<file path="src/rtl/ook_tone_pkg.sv">
// ook_tone_pkg: shared state encoding and frame constants for the OOK tone transmitter
package ook_tone_pkg;
  typedef enum logic [1:0] {IDLE, START, DATA, STOP} state_t;
  localparam int NUM_DATA_BITS = 8;
  localparam int FRAME_BITS = 10;
  localparam logic START_KEY = 1'b1;
  localparam logic STOP_KEY = 1'b0;
endpackage

</file>
<file path="src/rtl/tone_nco.sv">
// tone_nco: phase-accumulator square-wave generator, cleared while unkeyed
module tone_nco #(
  parameter int ACC_W = 16
) (
  input  logic             clk,
  input  logic             rst_n,
  input  logic             ena,
  input  logic             clr,
  input  logic [ACC_W-1:0] tune,
  output logic             tone
);
  logic [ACC_W-1:0] acc;
  // tone lags acc by one register so the first keyed cycle shows phase 0
  always_ff @(posedge clk or negedge rst_n)
    if (!rst_n) begin
      acc <= '0;
      tone <= 1'b0;
    end else if (ena) begin
      acc <= clr ? '0 : acc + tune;
      tone <= clr ? 1'b0 : acc[ACC_W-1];
    end
endmodule

</file>
<file path="src/rtl/ook_tone_tx.sv">
// ook_tone_tx: serialises a byte as a START/8 data/STOP frame of tone bursts or silence
module ook_tone_tx
  import ook_tone_pkg::*;
#(
  parameter int ACC_W = 16,
  parameter int BIT_W = 16
) (
  input  logic             clk,
  input  logic             rst_n,
  input  logic             ena,
  input  logic [ACC_W-1:0] tune_word,
  input  logic [BIT_W-1:0] bit_len,
  input  logic [7:0]       tx_data,
  input  logic             tx_valid,
  output logic             tx_ready,
  output logic             busy,
  output logic             done,
  output logic             keyed,
  output logic             tone_out
);
  state_t state;
  logic [BIT_W-1:0] cnt, len_q;
  logic [ACC_W-1:0] tune_q;
  logic [2:0] idx;
  logic [7:0] sh;
  logic accept, bit_end, key_nxt;
  assign tx_ready = ena && state == IDLE;
  assign accept = tx_ready && tx_valid;
  assign busy = state != IDLE;
  assign bit_end = cnt == '0;
  // key level of the cycle after this edge; also drives the NCO clear
  always_comb
    key_nxt = state == IDLE ? accept && START_KEY :
              !bit_end ? keyed :
              state == START ? sh[0] :
              state == DATA ? (idx == 3'(NUM_DATA_BITS - 1) ? STOP_KEY : sh[1]) :
              1'b0;
  always_ff @(posedge clk or negedge rst_n)
    if (!rst_n) begin
      state <= IDLE;
      cnt <= '0;
      len_q <= '0;
      tune_q <= '0;
      idx <= '0;
      sh <= '0;
      keyed <= 1'b0;
      done <= 1'b0;
    end else if (ena) begin
      keyed <= key_nxt;
      done <= 1'b0;
      if (state == IDLE) begin
        if (tx_valid) begin
          state <= START;
          len_q <= bit_len == '0 ? BIT_W'(1) : bit_len;
          cnt <= bit_len == '0 ? '0 : bit_len - 1'b1;
          sh <= tx_data;
          tune_q <= tune_word;
        end
      end else if (!bit_end) begin
        cnt <= cnt - 1'b1;
      end else begin
        cnt <= len_q - 1'b1;
        if (state == START) begin
          state <= DATA;
          idx <= '0;
        end else if (state == DATA) begin
          sh <= sh >> 1;
          idx <= idx + 1'b1;
          if (idx == 3'(NUM_DATA_BITS - 1)) state <= STOP;
        end else begin
          state <= IDLE;
          done <= 1'b1;
        end
      end
    end
  tone_nco #(.ACC_W(ACC_W)) u_nco (
    .clk  (clk),
    .rst_n(rst_n),
    .ena  (ena),
    .clr  (!key_nxt),
    .tune (accept ? tune_word : tune_q),
    .tone (tone_out)
  );
endmodule

</file>
<file path="config.mk">
export PLATFORM = sky130hd
export DESIGN_NAME = ook_tone_tx
export DESIGN_NICKNAME = d
export VERILOG_FILES = /design/src/rtl/ook_tone_pkg.sv /design/src/rtl/tone_nco.sv /design/src/rtl/ook_tone_tx.sv
export SDC_FILE = /design/constraint.sdc
export NUM_CORES = 1
export LEC_CHECK = 0
export ABC_AREA = 0
export CORE_MARGIN = 2
export CORE_UTILIZATION = 45
export DETAILED_ROUTE_END_ITERATION = 8
export HOLD_SLACK_MARGIN = 0.12
export PLACE_DENSITY_LB_ADDON = 0.12
export SYNTH_ARGS = -nofsm -noshare
export SYNTH_HDL_FRONTEND = slang
export SYNTH_SLANG_ARGS = --single-unit
</file>
<file path="constraint.sdc">
create_clock -name clk -period 5.39 [get_ports clk]
set_clock_uncertainty 0.05 [all_clocks]
set_input_delay 1.3475 -clock clk [delete_from_list [all_inputs] [get_ports clk]]
set_output_delay 1.3475 -clock clk [all_outputs]
set_load 0.01 [all_outputs]
</file>
==> impl_metrics.toml, run 1 <==
[synth]
edff_count_synth = 0
synth_nets = 609
post_synth_instance_area_sq_um = 5190
synth_area_leader_cell = "sky130_fd_sc_hd__dfrtp_1"
avgSynthCellArea_sq_um = 9.66
post_synth_inst_count = 537
synth_largest_type_area_fraction = 0.386
ys_seq_area_frac = 0.386
ys_async_rst_share = 1.00
yosysWarnings = 0
synth-seq-cells = 80
yosys-top-cells-area = "sky130_fd_sc_hd__dfrtp_1, sky130_fd_sc_hd__mux2_2, sky130_fd_sc_hd__ha_1, sky130_fd_sc_hd__a21oi_1, sky130_fd_sc_hd__xor2_1"
postSynth.topFlopCell = "sky130_fd_sc_hd__dfrtp_1"
post_synth_num_cell_types = 68

[timing]
grt_setup_unrepaired = "false"
setup_viol = 0
tightest_slew_ps = 1030
timing.setup.tns_ps = 0
f_max_ghz = 0.216
layout_min_cycle_time_ps = 4640
final.period_utilization = 0.860
post-route-worst-setup-slack_ps = 754
slew_headroom = 0.312
slew_violations = 0
final_hold_viol_count = 0
holdWs_ps = 449

[power]
vdd_drop_max_v = 0.000259
report.power.total_uw = 3270
leakagePower_uw = 0.00252
p_per_area_nw_per_um2 = 537

[grt]
global_route.usage.met2 = 0.359
grt_start_max_net_pins = 81
gr-max-usage-layer = "met2"
use_met1 = 0.273
grt_antenna_before_repair = 0
grt_first_pass_wirelength_mm = 21.2
globalRouteOverflowTotal = 0
gr-usage-all-layers = 0.210
use_met3 = 0.0261
first_global_vias = 4381

[cells_and_area]
post_route_cells_drive_above_1_share = 0.135
finalNetCount = 653
final_cell_mix = "sky130_fd_sc_hd__dfrtp_1, sky130_fd_sc_hd__mux2_2, sky130_fd_sc_hd__clkdlybuf4s50_1"
syn2layout_area_growth_pct = 17.1
num-fill-cells = 1050
final_common_cell = "sky130_fd_sc_hd__dfrtp_1"
register_area_sq_um = 2000
num_antenna_cells = 0
footprint_of_the_multi_input_gates_sq_um = 2970

[placement]
routabilityCongestion = 0.825
hpwlAfterDp_mm = 8.79
io_buffer_count = 48
pre_cts_ws_ps = 392

[floorplan]
core_region_area_sq_um = 11300
pin_count = 49
fp.dieW_um = 111
num_rows = 39
die_span_in_y_um = 111
dieArea_sq_um = 12400
initial_utilization = 0.458

[clock_network]
cts.clk_slew.worst_paths_ps = 60
clock_tree_from_tritoncts = "done"
numClockSinks = 80
htreeDepth = 3
clock_insertion_delay_at_the_later_pin_of_the_skew_report_ps = 340
cts.hold.buffers_added = 0
ctsRootBufferMaster = "sky130_fd_sc_hd__clkbuf_16"
cts_made_buffers = 9
postCtsSetupBuffers = 0
post_cts.resized_instances = 0
clk_path_buf_depth = 2

[setup_path]
worstRegToRegCells = 14
worstSetupPathType = "in2reg"
endpoint_kind = "flop"
regToRegSetupSlack_ps = 1470
r2r-start = "state[0]"
crit_path_start = "ena"
path_max_fanout = 12
timing.critical_path.from_type = "input port"
rr_endpoint = "u_nco.acc[15]"
cp_data_required_time_ps = 5550
critical_path_arrival_ps = 4790
worstSetupEndpoint = "u_nco.acc[15]"

[min_path]
hold_path_class = "reg2reg"

[routing]
routed_wire_length_per_instance_um = 16.8
vias_per_cell = 5.79
detail_route.drc_violations = 0
final_antenna_net_count = 0
wire_length_reported_by_the_detailed_router_mm = 12.3
drt_pass1_iterations = 4
drt-initial-drc-count = 162
num_vias = 4218

[outcome]
outcome = "complete, no violations"

[job]
max_cap_violations = 0
[logic make-up (layout without fill, tap and decap cells)]
| logic type | after synthesis | in the layout | share of synthesized area |
|---|---|---|---|
| compound gates | 147 | 147 | 0.187 |
| simple gates | 138 | 138 | 0.140 |
| flops | 80 | 80 | 0.386 |
| mux | 57 | 57 | 0.121 |
| buf+inv | 55 | 103 | 0.0424 |
| xor+xnor | 32 | 32 | 0.0540 |
| fa+ha+maj | 28 | 28 | 0.0690 |
[worst min path at each step]
| stage | from | endpoint | slack (ps) | cells past startpoint |
|---|---|---|---|---|
| finish | tune_q[8] | tune_q[8] | 450 | 1 |
| global placement | tune_q[10] | tune_q[10] | 430 | 1 |
| global route | tune_q[3] | tune_q[3] | 470 | 1 |
| detailed placement | tune_q[8] | tune_q[8] | 440 | 1 |
| CTS | tune_q[8] | tune_q[8] | 450 | 1 |
| floorplan | tune_q[0] | tune_q[0] | 420 | 1 |
[worst max-delay path, cell delays in order]
cell and delay, ps:
sky130_fd_sc_hd__clkdlybuf4s50_1 410, sky130_fd_sc_hd__and2_1 180, sky130_fd_sc_hd__nand2_2 270, sky130_fd_sc_hd__buf_4 250, sky130_fd_sc_hd__mux2_2 350, sky130_fd_sc_hd__ha_1 380, sky130_fd_sc_hd__a21o_1 190, sky130_fd_sc_hd__a221oi_1 330
sky130_fd_sc_hd__a2bb2oi_1 310, sky130_fd_sc_hd__a31oi_1 130, sky130_fd_sc_hd__a21oi_1 300, sky130_fd_sc_hd__mux2i_1 220, sky130_fd_sc_hd__o221ai_1 120
[registers in the layout, indices dropped and copies added (netlist names)]
register and count:
cnt 16, sh 8, state 2, u_nco.tone 1, idx 3, u_nco.acc 16
done 1, keyed 1, len_q 16, tune_q 16
[metrics by stage]
stage	utilization	instances	instance area, sq um
detailed placement	0.513	713	5800
finish	0.537	728	6080
global route	0.537	728	6080
global placement	0.513	713	5800
CTS	0.537	728	6080
floorplan	-	537	5190
[layer usage]
layer | share of wire | routed length, um
met1 | 0.45 | 5510
met5 | 0 | 0
met2 | 0.50 | 6180
met3 | 0.028 | 337
met4 | 0.018 | 215
[cell usage after synthesis (3+ instances only)]
cell type	count
sky130_fd_sc_hd__dfrtp_1	80
sky130_fd_sc_hd__mux2_2	47
sky130_fd_sc_hd__a21oi_1	43
sky130_fd_sc_hd__nor2_1	37
sky130_fd_sc_hd__inv_1	33
sky130_fd_sc_hd__o21ai_0	30
sky130_fd_sc_hd__ha_1	27
sky130_fd_sc_hd__nand2_1	25
sky130_fd_sc_hd__nor3_1	23
sky130_fd_sc_hd__xor2_1	20
sky130_fd_sc_hd__o22ai_1	17
sky130_fd_sc_hd__clkbuf_1	12
sky130_fd_sc_hd__xnor2_1	12
sky130_fd_sc_hd__mux2i_1	10
sky130_fd_sc_hd__nand3b_1	8
sky130_fd_sc_hd__a21o_1	7
sky130_fd_sc_hd__nand3_1	6
sky130_fd_sc_hd__nor4_1	6
sky130_fd_sc_hd__or4_1	6
sky130_fd_sc_hd__buf_2	5
sky130_fd_sc_hd__a22oi_1	4
sky130_fd_sc_hd__buf_1	4
sky130_fd_sc_hd__o21a_1	4
sky130_fd_sc_hd__o221ai_1	4
sky130_fd_sc_hd__or3_1	4
sky130_fd_sc_hd__a211oi_1	3
sky130_fd_sc_hd__and3_1	3
sky130_fd_sc_hd__o21bai_1	3
[power breakdown]
part	switching, uW	internal, uW	total, uW
registers	245	870	1110
logic	826	755	1580
clock network	237	333	570
total	1310	1960	3270
[area by class of cell]
class,count,area share
clock buffers,12,0.0422
multi-input cells,402,0.488
repair buffers,55,0.0873
clock inverters,3,0.00288
inverters,33,0.0204
flip-flops and latches,80,0.329
well taps,143,0.0294
Note: power is estimated with default switching activity, not from simulation.
==> run 2, diff against run 1 <==
--- a/config.mk
+++ b/config.mk
@@ -9,7 +9,8 @@
 export CORE_MARGIN = 2
 export CORE_UTILIZATION = 45
 export DETAILED_ROUTE_END_ITERATION = 8
-export HOLD_SLACK_MARGIN = 0.12
+export HOLD_SLACK_MARGIN = 0.06
+export MAX_ROUTING_LAYER = met4
 export PLACE_DENSITY_LB_ADDON = 0.12
 export SYNTH_ARGS = -nofsm -noshare
 export SYNTH_HDL_FRONTEND = slang
==> run 2 against run 1 <==
Net effect: total power is 0.10% lower; sequential power hardly changed; cell count stayed put; clock power hardly changed; routed wire length is 0.27% lower; cell area stayed put; setup slack better by 1.6 ps; critical path type unchanged.
==> impl_metrics.toml, run 2 (synthesis results as in run 1) <==
[outcome]
outcome = "complete, no violations"

[setup_path]
critical-path-slowest-cell = "sky130_fd_sc_hd__clkdlybuf4s50_1"
critical-path-max-stage-delay_ps = 410
endpoint_kind = "flop"
worstSetupPathType = "in2reg"
critical_path_arrival_ps = 4790
path_max_fanout = 12
timing.critical_path.from_type = "input port"
cp_cell_sequence = "clkdlybuf4s50_1 > and2_1 > nand2_2 > buf_4 > mux2_2 > ha_1 > a21o_1 > a221oi_1 > a2bb2oi_1 > a31oi_1 > a21oi_1 > mux2i_1 > o221ai_1"
cp_data_required_time_ps = 5540

[cells_and_area]
final_common_cell = "sky130_fd_sc_hd__dfrtp_1"
final_cell_mix = "sky130_fd_sc_hd__dfrtp_1, sky130_fd_sc_hd__mux2_2, sky130_fd_sc_hd__clkdlybuf4s50_1"
post_route_cells_drive_above_1_share = 0.135
num_antenna_cells = 0
num-fill-cells = 1050
design_area_sq_um = 6080
syn2layout_area_growth_pct = 17.1
finalNetCount = 653

[timing]
layout_min_cycle_time_ps = 4630
grt_setup_unrepaired = "false"
post-route-worst-setup-slack_ps = 755
final.period_utilization = 0.860
timing.setup.tns_ps = 0
holdWs_ps = 449
setup_viol = 0
tightest_slew_ps = 1020
slew_violations = 0
f_max_ghz = 0.216
slew_headroom = 0.323
final_hold_viol_count = 0

[routing]
routed_wire_length_per_instance_um = 16.8
final_antenna_net_count = 0
vias_per_cell = 5.77
num_vias = 4198
drt-initial-drc-count = 157
drt_pass1_iterations = 4
detail_route.drc_violations = 0
wire_length_reported_by_the_detailed_router_mm = 12.2

[grt]
grt_start_max_net_pins = 81
first_global_vias = 4384
grt_first_pass_wirelength_mm = 21.2
grt_antenna_before_repair = 0
globalRouteOverflowTotal = 0
gr-usage-all-layers = 0.216

[power]
report.power.total_uw = 3260
power.share.combinational = 0.484
p_seq_frac = 0.342
power.switching_fraction = 0.400
leakagePower_uw = 0.00252
p_per_area_nw_per_um2 = 537
vdd_drop_max_v = 0.000259
p_int_uw = 1960
p_switching_uw = 1300
clkPwrFrac = 0.174

[floorplan]
initial_utilization = 0.458
pin_count = 49
num_rows = 39
core_region_area_sq_um = 11300
die_span_in_y_um = 111
dieArea_sq_um = 12400
fp.dieW_um = 111

[clock_network]
post_cts.resized_instances = 0
cts.clk_slew.worst_paths_ps = 60
numClockSinks = 80
clock_tree_from_tritoncts = "done"
ctsRootBufferMaster = "sky130_fd_sc_hd__clkbuf_16"
htreeDepth = 3
clk_path_buf_depth = 2
cts.hold.buffers_added = 0
cts_made_buffers = 9
clock_insertion_delay_at_the_later_pin_of_the_skew_report_ps = 340
postCtsSetupBuffers = 0

[min_path]
hold_path_class = "reg2reg"

[placement]
pre_cts_ws_ps = 392
placedInstanceArea_sq_um = 5800
routabilityCongestion = 0.838
io_buffer_count = 48
hpwlAfterDp_mm = 8.79

[job]
max_cap_violations = 0
==> run 2: cell counts in the layout (fill, tap and decap cells not counted) <==
Identical to the previous run, type by type.
==> run 2: final timing paths <==
| check | to | slack (ps) | cells after the start | startpoint |
|---|---|---|---|---|
| worst min-delay path | tune_q[8] | 450 | 1 | tune_q[8] |
| max in group asynchronous | tune_q[13] | 3510 | 1 | rst_n |
| worst max register to register | u_nco.acc[15] | 1470 | 14 | state[0] |
| worst min register to register | tune_q[8] | 450 | 1 | tune_q[8] |
| min in group asynchronous | sh[3] | 1140 | 1 | rst_n |
| worst max-delay path | u_nco.acc[15] | 760 | 13 | ena |
==> run 2: metal layers <==
layer | track usage | up-vias | wire length [um]
met1 | 0.272 | 2052 | 5430
met3 | 0.0261 | 18 | 389
met2 | 0.360 | 63 | 6180
met4 | 0.0798 | 0 | 225
met5 | - | - | 0
li1 | - | 2065 | -
==> run 2: cell type report <==
type	count	area, sq um	share of cell area
Sequential cell	80	2000	0.329
Tap cell	143	179	0.0294
Multi-Input combinational cell	402	2970	0.488
Inverter	33	124	0.0204
Clock inverter	3	17.5	0.00288
Timing Repair Buffer	55	531	0.0873
Clock buffer	12	256	0.0422
==> run 2: power groups by stage <==
| stage | sequential (uW) | clock [uW] | combinational, uW |
|---|---|---|---|
| 2_1_floorplan | 1040 | 0 | 1250 |
| 3_3_place_gp | 1110 | 0 | 1550 |
| 3_5_place_dp | 1120 | 0 | 1580 |
| 4_1_cts | 1110 | 584 | 1590 |
| 5_1_grt | 1160 | 610 | 1780 |
| 6_report | 1110 | 569 | 1580 |
==> run 2: stage by stage <==
step / cells / utilization
final: 728 / 0.537
after global routing: 728 / 0.537
after CTS: 728 / 0.537
after detailed placement: 713 / 0.513
after global placement: 713 / 0.513
after floorplan: 537 / -
==> run 2: worst max-delay path: cells and delay by family <==
kind	cells	cell delay, ps
buffers and inverters	2	660
AO/OA/AOI/OAI	6	1380
multiplexers	2	570
adder cells (fa/ha/maj)	1	380
AND/OR/NAND/NOR	2	440
